## src/rtl/branch_pkg.sv

```systemverilog
// Shared branch constants: ALU compare opcodes (funct3) and the branch result encoding.
package branch_pkg;

  localparam logic [2:0] ALU_CMP_EQ  = 3'b000;
  localparam logic [2:0] ALU_CMP_NE  = 3'b001;
  localparam logic [2:0] ALU_CMP_LT  = 3'b100;
  localparam logic [2:0] ALU_CMP_GE  = 3'b101;
  localparam logic [2:0] ALU_CMP_LTU = 3'b110;
  localparam logic [2:0] ALU_CMP_GEU = 3'b111;

  localparam logic [1:0] BR_NONE = 2'b00;
  localparam logic [1:0] BR_COND = 2'b01;
  localparam logic [1:0] BR_JUMP = 2'b10;

endpackage

```

## src/rtl/branch_cond_eval.sv

```systemverilog
// Pure combinational branch condition evaluation from the ALU compare result.
module branch_cond_eval #(
  parameter int XLEN = 32
) (
  input  logic [XLEN-1:0] alu_result,
  input  logic [2:0]      cmp_opcode,
  output logic            cond_taken
);
  import branch_pkg::*;

  // Decode funct3; reserved encodings 010/011 resolve not-taken.
  always_comb begin
    cond_taken = 1'b0;
    case (cmp_opcode)
      ALU_CMP_EQ:  cond_taken = (alu_result == {XLEN{1'b0}});
      ALU_CMP_NE:  cond_taken = (alu_result != {XLEN{1'b0}});
      ALU_CMP_LT:  cond_taken = alu_result[0];
      ALU_CMP_LTU: cond_taken = alu_result[0];
      ALU_CMP_GE:  cond_taken = ~alu_result[0];
      ALU_CMP_GEU: cond_taken = ~alu_result[0];
      default:     cond_taken = 1'b0;
    endcase
  end

endmodule

```

## src/rtl/branch_pred_unit.sv

```systemverilog
// Direct-mapped BHT branch predictor with EX-stage resolution and registered redirect.
// Optional performance counters are built when BRANCH_PRED_PERF_EN is defined.
module branch_pred_unit #(
  parameter int XLEN        = 32,
  parameter int BHT_ENTRIES = 64,
  parameter int CNT_W       = 2,
  parameter int PERF_W      = 32
) (
  input  logic              clk,
  input  logic              rst,
  input  logic [XLEN-1:0]   fetch_pc,
  output logic              pred_taken,
  input  logic              ex_valid,
  input  logic              ex_is_branch,
  input  logic              ex_jump,
  input  logic [XLEN-1:0]   ex_pc,
  input  logic              ex_pred_taken,
  input  logic [XLEN-1:0]   ex_alu_result,
  input  logic [2:0]        ex_cmp_opcode,
  output logic [1:0]        branch,
  output logic              redirect,
  output logic              redirect_taken,
  output logic [PERF_W-1:0] perf_branch_cnt,
  output logic [PERF_W-1:0] perf_mispred_cnt
);
  import branch_pkg::*;

  localparam int IDX_W = $clog2(BHT_ENTRIES);
  localparam logic [CNT_W-1:0] CNT_ZERO = {CNT_W{1'b0}};
  localparam logic [CNT_W-1:0] CNT_ONE  = {{(CNT_W-1){1'b0}}, 1'b1};
  localparam logic [CNT_W-1:0] CNT_MAX  = {CNT_W{1'b1}};
  localparam logic [CNT_W-1:0] CNT_INIT = {1'b0, {(CNT_W-1){1'b1}}};

  logic [IDX_W-1:0] fetch_idx_s;
  logic [IDX_W-1:0] ex_idx_s;
  logic             cond_taken_s;
  logic             res_s;
  logic             actual_s;
  logic             mispred_s;
  logic             bht_upd_s;
  logic [CNT_W-1:0] cnt_cur_s;
  logic [CNT_W-1:0] cnt_next_s;
  logic [CNT_W-1:0] bht_r [BHT_ENTRIES];
  logic             unused_s;

  assign fetch_idx_s = fetch_pc[IDX_W+1:2];
  assign ex_idx_s    = ex_pc[IDX_W+1:2];
  assign unused_s    = ^{fetch_pc[XLEN-1:IDX_W+2], fetch_pc[1:0],
                         ex_pc[XLEN-1:IDX_W+2], ex_pc[1:0]};

  // Read-before-write: a same-cycle update is seen only after the edge.
  assign pred_taken = bht_r[fetch_idx_s][CNT_W-1];

  branch_cond_eval #(.XLEN(XLEN)) u_cond_eval (
    .alu_result (ex_alu_result),
    .cmp_opcode (ex_cmp_opcode),
    .cond_taken (cond_taken_s)
  );

  // Resolution and saturating next-counter value.
  always_comb begin
    res_s     = ex_valid & (ex_is_branch | ex_jump);
    actual_s  = ex_jump | cond_taken_s;
    mispred_s = actual_s ^ ex_pred_taken;
    bht_upd_s = res_s & ~ex_jump;
    cnt_cur_s = bht_r[ex_idx_s];
    if (actual_s && (cnt_cur_s != CNT_MAX)) begin
      cnt_next_s = cnt_cur_s + CNT_ONE;
    end else if (!actual_s && (cnt_cur_s != CNT_ZERO)) begin
      cnt_next_s = cnt_cur_s - CNT_ONE;
    end else begin
      cnt_next_s = cnt_cur_s;
    end
  end

  // BHT flop array; jumps never train it.
  always_ff @(posedge clk or posedge rst) begin
    if (rst) begin
      for (int i = 0; i < BHT_ENTRIES; i++) begin
        bht_r[i] <= CNT_INIT;
      end
    end else if (bht_upd_s) begin
      bht_r[ex_idx_s] <= cnt_next_s;
    end
  end

  // Registered resolution result, one cycle after EX.
  always_ff @(posedge clk or posedge rst) begin
    if (rst) begin
      branch         <= BR_NONE;
      redirect       <= 1'b0;
      redirect_taken <= 1'b0;
    end else if (!res_s) begin
      branch         <= BR_NONE;
      redirect       <= 1'b0;
      redirect_taken <= 1'b0;
    end else begin
      if (ex_jump) begin
        branch <= BR_JUMP;
      end else if (cond_taken_s) begin
        branch <= BR_COND;
      end else begin
        branch <= BR_NONE;
      end
      redirect       <= mispred_s;
      redirect_taken <= actual_s;
    end
  end

`ifdef BRANCH_PRED_PERF_EN
  localparam logic [PERF_W-1:0] PERF_ONE = {{(PERF_W-1){1'b0}}, 1'b1};
  logic [PERF_W-1:0] perf_branch_r;
  logic [PERF_W-1:0] perf_mispred_r;

  // Free-running wrap-around event counters.
  always_ff @(posedge clk or posedge rst) begin
    if (rst) begin
      perf_branch_r  <= {PERF_W{1'b0}};
      perf_mispred_r <= {PERF_W{1'b0}};
    end else if (res_s) begin
      perf_branch_r <= perf_branch_r + PERF_ONE;
      if (mispred_s) begin
        perf_mispred_r <= perf_mispred_r + PERF_ONE;
      end
    end
  end

  assign perf_branch_cnt  = perf_branch_r;
  assign perf_mispred_cnt = perf_mispred_r;
`else
  assign perf_branch_cnt  = {PERF_W{1'b0}};
  assign perf_mispred_cnt = {PERF_W{1'b0}};
`endif

endmodule

```

## config.mk

```make
export PLATFORM = sky130hd
export DESIGN_NAME = branch_pred_unit
export DESIGN_NICKNAME = d
export VERILOG_FILES = /design/src/rtl/branch_pkg.sv /design/src/rtl/branch_cond_eval.sv /design/src/rtl/branch_pred_unit.sv
export SDC_FILE = /design/constraint.sdc
export NUM_CORES = 1
export LEC_CHECK = 0
export BUFFER_PORTS_ARGS = -buffer_cell sky130_fd_sc_hd__buf_2
export CAP_MARGIN = 0
export CORE_ASPECT_RATIO = 0.5
export CORE_MARGIN = 4
export CORE_UTILIZATION = 59
export DETAILED_ROUTE_END_ITERATION = 10
export GPL_TIMING_DRIVEN = 0
export PLACE_DENSITY = 0.86
export SLEW_MARGIN = 30
export SYNTH_ARGS = -nofsm -noshare
export SYNTH_HDL_FRONTEND = slang
export SYNTH_SLANG_ARGS = --single-unit
```

## constraint.sdc

```tcl
create_clock -name clk -period 6.9 [get_ports clk]
set_input_delay 1.38 -clock clk [delete_from_list [all_inputs] [get_ports clk]]
set_output_delay 1.38 -clock clk [all_outputs]
set_load 0.01 [all_outputs]
```

### Yosys cells after proc, flatten, opt, wreduce, memory -nomap -nowiden

Cells that the tools add are included.

| operators by class | value |
|---|---|
| reduce and logical (&&, ||, !) cells | 10 |
| bitwise gates (word level) | 9 |
| add/subtract/negate cells | 2 |
| equality and inequality tests | 6 |
| mux-type cells | 17 |
| $lt $le $gt $ge | 3 |

Operators by type and width:

| operator | count |
|---|---|
| 128-bit bitwise mux | 1 |
| 32-bit zero test | 1 |
| 32-bit nonzero test | 1 |
| 2-bit binary-select mux with 6-bit select | 2 |
| 2-bit 2-to-1 mux | 9 |
| 7-bit greater-or-equal comparator (second input constant) | 2 |
| 6-bit NOT with 7-bit output | 2 |
| 2-bit demux with 6-bit select | 1 |
| 3-bit == test (second input constant) | 4 |
| 7-bit by 1-bit < comparator with 1-bit output (second input constant) | 1 |
| 1-bit case mux with 4 select lines | 1 |
| 2-bit OR reduction | 2 |
| 3-bit by 1-bit == test with 1-bit output (second input constant) | 1 |
| 1-bit logical AND | 3 |
| 3-bit zero test | 1 |
| 1-bit 2-to-1 mux | 3 |
| 2-bit by 1-bit adder with 2-bit output (second input constant) | 1 |
| 1-bit bitwise AND | 2 |
| 2-bit != test (second input constant) | 1 |
| 1-bit NOT | 2 |
| 1-bit OR | 2 |
| 2-bit nonzero test | 1 |
| 2-bit by 1-bit subtractor with 2-bit output (second input constant) | 1 |
| 1-bit zero test | 1 |
| 1-bit XOR | 1 |

| word-level totals | value |
|---|---|
| bits of input ports | 105 |
| logic and storage cells | 114 |
| output and inout bits | 69 |
| register bits after elaboration | 132 |

### Longest topological paths before layout

Gate-level depths: netlist (run 1).

| depth | value |
|---|---|
| depth in word-level cells | 9 |
| mapped depth | 16 |
| gate-level depth less buffers | 12 |

### By module

A second synthesis (run 1) with hierarchy kept.

| unflattened totals | value |
|---|---|
| cells, all modules | 718 |
| area, all modules | 7912.6 um^2 |

Modules (own cells, without submodules):

| module | area an instance (um^2) | cells each | times used | sequential area each (um^2) |
|---|---|---|---|---|
| branch_pred_unit | 7790.0 | 702 | 1 | 3383.2 |
| branch_cond_eval | 122.6 | 16 | 1 | 0.0 |

### Least setup slack after synthesis (run 1)

OpenSTA, ideal clock, no wires.

| timing | value |
|---|---|
| path kind | input -> output |
| start | input fetch_pc[2] |
| end | output pred_taken |
| stages | 5 |
| required time | 5.520 ns |
| buffers on the path | 2 |
| data arrival time | 3.820 ns |
| slack | 1.700 ns |
| cells stage by stage | clkbuf_1 buf_1 mux4_2 mux4_2 mux4_2 |

| between the ends | value |
|---|---|
| cells in the longest elaborated chain, start to end | 4 |

RTL lines:

| item | line | source |
|---|---|---|
| from (decl) | branch_pred_unit.sv:11 | `input logic [XLEN-1:0] fetch_pc,` |
| 6-bit NOT with 7-bit output (implied by the code) | branch_pred_unit.sv:52 | `assign pred_taken = bht_r[fetch_idx_s][CNT_W-1];` |
| 2-bit binary-select mux with 6-bit select | branch_pred_unit.sv:52 |  |
| 2-bit 2-to-1 mux (implied by the code) (2 in a row) | branch_pred_unit.sv:52 |  |
| to (decl) | branch_pred_unit.sv:12 | `output logic pred_taken,` |

No other way between the ends. The select of a mux whose other input is x is not followed.

### Worst setup path after layout (run 1)

Ends and elaborated chain as after synthesis.

==> results of run 1 <==
## layout by cell type (no fill, tap or decap), types with 3 or more instances in the layout
cell and n:
buf_4 68, clkbuf_2 4, buf_2 55, nor3_1 7
clkinv_2 3, o211ai_1 5, dfstp_2 64, a211oi_1 3
mux2_2 69, nor4_1 8, nor2b_1 3, nand2b_1 3
a32oi_1 3, a221o_1 4, a21oi_1 39, clkbuf_16 17
mux2i_1 23, buf_6 7, clkbuf_1 18, o21ai_0 36
conb_1 64, mux4_2 39, dfrtp_1 68, nand2_1 75
bufinv_16 3, nand3_1 18, nor2_1 84, inv_1 7
## worst min-delay path, stage by stage, from the launching register on
cell and delay (ns):
dfstp_2 0.36, nand2_1 0.04, o21ai_0 0.06
## cell usage after synthesis, types with 2 or more instances
cell type,instances
nor2_1,84
nand2_1,75
mux2_2,69
buf_4,68
dfrtp_1,68
dfstp_2,64
a21oi_1,39
mux4_2,39
o21ai_0,36
mux2i_1,23
nand3_1,18
clkbuf_1,15
inv_1,8
nor4_1,8
buf_6,7
nor3_1,7
buf_2,5
o211ai_1,5
a221o_1,4
a211oi_1,3
a32oi_1,3
buf_1,3
clkbuf_2,3
nand2b_1,3
nor2b_1,3
and2_1,2
ha_1,2
inv_2,2
nand3b_1,2
nand4_1,2
o21a_1,2
o31ai_1,2
o41ai_1,2
or2_2,2
## metrics by stage
step	setup slack (ns)	area, um^2	power, uW	utilization, %	hold slack (ns)
final	1.42	8940	2150	70.8	0.479
after global placement	0.756	8310	1210	65.8	0.462
after CTS	1.09	8940	2130	70.8	0.479
after detailed placement	1.08	8350	1230	66.1	0.472
after global routing	1.32	8940	2220	70.8	0.501
after floorplan	1.70	7850	1120	-	0.456
## kinds of logic after synthesis
kind of cell	Yosys count	synth area share (%)
and+or+nand+nor	211	11.8
muxes	132	25.0
DFF	132	44.4
buffers and inverters	111	9.65
AOI/OAI and AO/OA	107	8.42
adders and majority gates	2	0.329
xor gates and xnor gates	2	0.329
other	1	0.0493
## cell type report
cell class | count | area share [%]
Buffer | 101 | 7.81
Clock buffer | 20 | 4.88
Clock inverter | 12 | 1.74
Inverter | 10 | 0.504
Multi-Input combinational cell | 518 | 41.7
Sequential cell | 132 | 37.8
Tap cell | 170 | 2.38
Timing Repair Buffer | 51 | 3.11
## worst min-delay path by stage
stage,endpoint,cells past startpoint
floorplan,bht_r[54]$_DFFE_PP1P_,2
global placement,bht_r[54]$_DFFE_PP1P_,2
detailed placement,bht_r[102]$_DFFE_PP1P_,2
CTS,bht_r[102]$_DFFE_PP1P_,2
global route,bht_r[94]$_DFFE_PP1P_,2
finish,bht_r[92]$_DFFE_PP1P_,2
## sequential cells by signal, indices dropped and copies added (netlist names)
register,count
branch,2
redirect_taken,1
redirect,1
bht_r,128
## power by group
group / switching (uW) / total [uW] / internal [uW]
Clock: 351 / 920 / 568
Combinational: 204 / 347 / 144
Sequential: 38.9 / 887 / 849
## metal layers
metal  GRT usage [%]  wire (um)  vias to the layer above
li1                -          -                     2645
met1            37.5       8370                     3004
met2            46.9       9730                      464
met3            10.4       2620                      107
met4            15.7       1010                        0
met5               0          0                        -
==> results.yml, run 1 <==
final_layout:
  layout-drive-gt1-share_pct: 40.9
  fillers: 883
  fin_nets: 938
  seqCellArea_mm2: 0.00338
  multi_input_area_mm2: 0.00373
  diodes: 0
  layoutNonFillerInstCount: 1014
  area_growth_pct: 17.4
floorplan:
  start_util_pct: 60.3
  num_rows: 29
  coreArea_mm2: 0.0126
  die_w_um: 169
  die-area_mm2: 0.0149
  die_y_um: 88.3
  io_pins: 174
routing:
  wl_um: 21700
  drt_iter0_drc: 814
  vias: 6220
  drt_first_pass_iters: 6
  ant_nets: 0
  drc: 0
  wire_per_inst_um: 21.4
  viasPerCell: 6.13
setup_path:
  critPathKind: "input port to output port"
  cp_cell_sequence: "clkbuf_1 -> clkbuf_2 -> mux4_2 -> mux4_2 -> mux4_2 -> buf_2"
  r2r_cells: 12
  worstPathRequired_ns: 5.52
  reg2reg_from: "bht_r[22]$_DFFE_PP1P_"
  cp_num_cells: 6
  crit_path_end: "pred_taken"
  cp_slowest_stage_delay_ns: 0.61
  worstPathArrival_ns: 4.10
  r2r-end: "bht_r[15]$_DFFE_PP0P_"
  end_kind: "output port"
  reg2reg_setup_slack_ns: 3.26
  crit_path_max_fanout: 10
  critPathLaunch: "fetch_pc[2]"
  cpMostUsedCell: "mux4_2"
  worst-path-buf-inv: 3
  cpLargestDelayFamily: "multiplexers"
  crit_slowest_cell: "mux4_2"
  start_kind: "input port"
global_routing:
  antenna_found_initial: 0
  grt_pass1_vias: 6190
  grt_first_pass_wirelength_um: 33800
  grt_overflow: 0
  groute.usage.overall_pct: 29.9
  grt_max_degree: 86
timing:
  setup_violations: 0
  tns_ns: 0
  slew_headroom_pct: 37.2
  skew_ns: 0.0107
  layout_min_cycle_time_ns: 5.48
  tightest_slew_ns: 0.941
  max_freq_mhz: 182
  final_max_slew_viol_count: 0
  rsz0062_at_grt: "no"
  hold_viol_final: 0
  fin_crit_sh_pct: 79.4
cts:
  postCtsSetupBuffers: 0
  clkTransAtPathRegs_ns: 0.05
  cts_root_buf: "clkbuf_16"
  cts_made_buffers: 17
  cts_tree: "yes"
  postCtsHoldBufs: 0
  cts_max_level: 4
  clkLatencyLatePin_ns: 0.44
  clock-sinks: 132
  cts_buffer_depth: 2
  ctsResizeCount: 0
synthesis:
  synth_cells: 698
  ys_warn_count: 0
  seq_area_frac_synth_pct: 44.4
  async_reset_ff_share_pct: 100
  synth_ff_type: "dfrtp_1"
  yosysUniqueCellTypes: 54
  synth_top_cell_area_share_pct: 22.4
  netlist_area_mm2: 0.00761
  synth-seq-cells: 132
  avgSynthCellArea_um2: 10.9
  synth_edf_count: 0
  yosysTopAreaCell: "dfrtp_1"
  post_synth_main_area_contributors: "dfrtp_1 22%, dfstp_2 22%, mux4_2 12%"
flow_run:
  max-cap-violations: 0
min_path:
  hp-class: "flip-flop to flip-flop"
  min_from: "bht_r[92]$_DFFE_PP1P_"
status:
  status: "complete, no violations"
placed_design:
  dp_hpwl_um: 15300
  placed_cells: 982
  io_buffers: 50
  place.gp.congestion: 1.01
pwr:
  powerDensity_mw_per_mm2: 241
  leakagePower_uw: 0.00403
  max-vdd-ir-drop_uv: 163
(Power assumes the default switching activity.)
==> run 2, diff against run 1 <==
--- a/config.mk
+++ b/config.mk
@@ -9,10 +9,10 @@
 export CAP_MARGIN = 0
 export CORE_ASPECT_RATIO = 0.5
 export CORE_MARGIN = 4
-export CORE_UTILIZATION = 59
+export CORE_UTILIZATION = 50
 export DETAILED_ROUTE_END_ITERATION = 10
 export GPL_TIMING_DRIVEN = 0
-export PLACE_DENSITY = 0.86
+export PLACE_DENSITY = 0.78
 export SLEW_MARGIN = 30
 export SYNTH_ARGS = -nofsm -noshare
 export SYNTH_HDL_FRONTEND = slang
==> constraint.sdc (replaced) <==
create_clock -name clk -period 4.6 [get_ports clk]
set_input_delay 0.92 -clock clk [delete_from_list [all_inputs] [get_ports clk]]
set_output_delay 0.92 -clock clk [all_outputs]
set_load 0.01 [all_outputs]
==> run 2 against run 1 <==
  * The run now ends with setup timing left
  * Power rose by 47%
  * Combinational power is 50% higher
  * Sequential cell count unchanged
  * Sequential share of layout area is 0.085 points lower
  * Die area up 17%
  * Hold slack worse by 0.0015 ns
  * Cell count is 2.8% higher
  * First-iteration DRC count is 19% lower
  * Worst setup slack got worse by 1.4 ns
  * Core utilization down 9.8 points
  * Critical endpoint unchanged
  * Largest power group is now sequential cells
  * Highest routed layer unchanged
==> results.yml, run 2 (synthesized netlist as in run 1, its figures left out) <==
status:
  status: "complete, but fails checks"
  failed_checks: "setup timing"
setup_path:
  reg2reg_setup_slack_ns: 0.99
  r2r-end: "bht_r[5]$_DFFE_PP0P_"
  worstPathArrival_ns: 3.71
  reg2reg_from: "bht_r[83]$_DFFE_PP0P_"
  start_kind: "input port"
  crit_path_max_fanout: 10
  end_kind: "output port"
  worstPathRequired_ns: 3.68
  r2r_cells: 11
  critPathKind: "input port to output port"
placed_design:
  dp_hpwl_um: 15600
  place.gp.congestion: 0.992
  io_buffers: 50
  pre_cts_ws_ns: -0.426
  post_dp_cell_area_mm2: 0.00838
routing:
  wire_per_inst_um: 20.7
  drc: 0
  drt-met1-wl_um: 8260
  wl_um: 21500
  drt_iter0_drc: 663
  drt_first_pass_iters: 5
  viasPerCell: 5.86
  highest_layer: "met4"
  vias: 6110
  dr_wl_met2_um: 9930
  ant_nets: 0
  dr_wl_met3_um: 2570
cts:
  cts_root_buf: "clkbuf_16"
  postCtsSetupBuffers: 0
  clock-sinks: 132
  cts_made_buffers: 17
  clkTransAtPathRegs_ns: 0.05
  cts_max_level: 4
  postCtsHoldBufs: 0
  cts_tree: "yes"
  clkLatencyLatePin_ns: 0.42
  cts_buffer_depth: 2
timing:
  hold_viol_final: 0
  layout_min_cycle_time_ns: 4.63
  final_max_slew_viol_count: 0
  skew_ns: 0.00779
  max_freq_mhz: 216
  fin_crit_sh_pct: 101
  slew_headroom_pct: 38.0
  rsz0062_at_grt: "no"
  tns_ns: -0.0250
  hold_slack_ns: 0.477
  setup_violations: 1
  tightest_slew_ns: 0.930
  worst_slack_ns: -0.0250
final_layout:
  top_regs: "bht_r x128, branch x2"
  most-common-layout-cells: "84 x nor2_1, 75 x nand2_1, 69 x buf_4, 69 x mux2_2, 68 x dfrtp_1"
  layout-drive-gt1-share_pct: 41.2
  layout_commonest_cell: "nor2_1"
  fillers: 1128
  largest_register: "bht_r"
  area_growth_pct: 17.7
  fin_util_pct: 60.9
  diodes: 0
  largest_reg_flops: 128
  final_cell_area_mm2: 0.00896
  fin_nets: 938
floorplan:
  start_util_pct: 51.8
  num_rows: 31
  die_y_um: 95.3
  die-area_mm2: 0.0174
  io_pins: 174
  die_w_um: 182
  coreArea_mm2: 0.0147
global_routing:
  groute.usage.overall_pct: 25.4
  grt_max_degree: 68
  grt_overflow: 0
  grt_pass1_vias: 5966
  grt_first_pass_wirelength_um: 33500
  antenna_found_initial: 0
pwr:
  max-vdd-ir-drop_uv: 231
  leakagePower_uw: 0.00402
  powerDensity_mw_per_mm2: 353
min_path:
  hp-class: "flip-flop to flip-flop"
  min_from: "bht_r[118]$_DFFE_PP1P_"
  holdPathEnd: "bht_r[118]$_DFFE_PP1P_"
  hold_depth: 2
flow_run:
  max-cap-violations: 0
## run 2: changes by cell type in the layout (fill, tap and decap cells not counted), sizes merged
cell,delta
bufinv,-2
clkbuf,+1
clkinvlp,+1
## run 2: timing repair
action                     CTS  global route
setup endpoints to repair    1            20
gates cloned                 0             0
resized for setup            5             1
## run 2: area by class of cell
| type | count | area (um^2) | share of cell area [%] |
|---|---|---|---|
| Tap cell | 198 | 248 | 2.76 |
| Clock inverter | 11 | 103 | 1.15 |
| Timing Repair Buffer | 51 | 278 | 3.10 |
| Clock buffer | 21 | 470 | 5.25 |
| Buffer | 101 | 702 | 7.83 |
| Sequential cell | 132 | 3380 | 37.8 |
| Multi-Input combinational cell | 518 | 3730 | 41.6 |
| Inverter | 10 | 45.0 | 0.503 |
## run 2: where the power goes
group          total, uW  internal (uW)  leakage [uW]  switching (uW)
logic                520            216       0.00215             304
clock network       1310            787      0.000276             525
registers           1330           1270       0.00160            54.2
total               3160           2280       0.00402             883
## run 2: worst max path at each step
stage / slack, ns / end / start
after detailed placement: -0.43 / pred_taken / fetch_pc[2]
after CTS: 0.11 / pred_taken / fetch_pc[3]
after global placement: -1.13 / bht_r[7]$_DFFE_PP0P_ / rst
final: -0.03 / pred_taken / fetch_pc[3]
after floorplan: 0.26 / bht_r[101]$_DFFE_PP0P_ / rst
after global routing: 0.008 / bht_r[5]$_DFFE_PP0P_ / ex_pc[2]
## run 2: through the flow
step / power, uW / std cells
detailed placement: 1840 / 1010
global route: 3270 / 1042
CTS: 3160 / 1042
global placement: 1820 / 1009
floorplan: 1680 / 761
finish: 3160 / 1042
## run 2: worst max-delay path, stage by stage
cell,delay [ns]
clkbuf_1,0.42
clkbuf_1,0.76
mux4_2,0.44
mux4_2,0.52
mux4_2,0.49
buf_2,0.15
## run 2: per-layer routing
layer / vias to the layer above / global-route usage (%)
met5: - / 0
met4: 0 / 10.0
met3: 87 / 8.92
met2: 414 / 41.5
met1: 2964 / 31.6
li1: 2645 / -
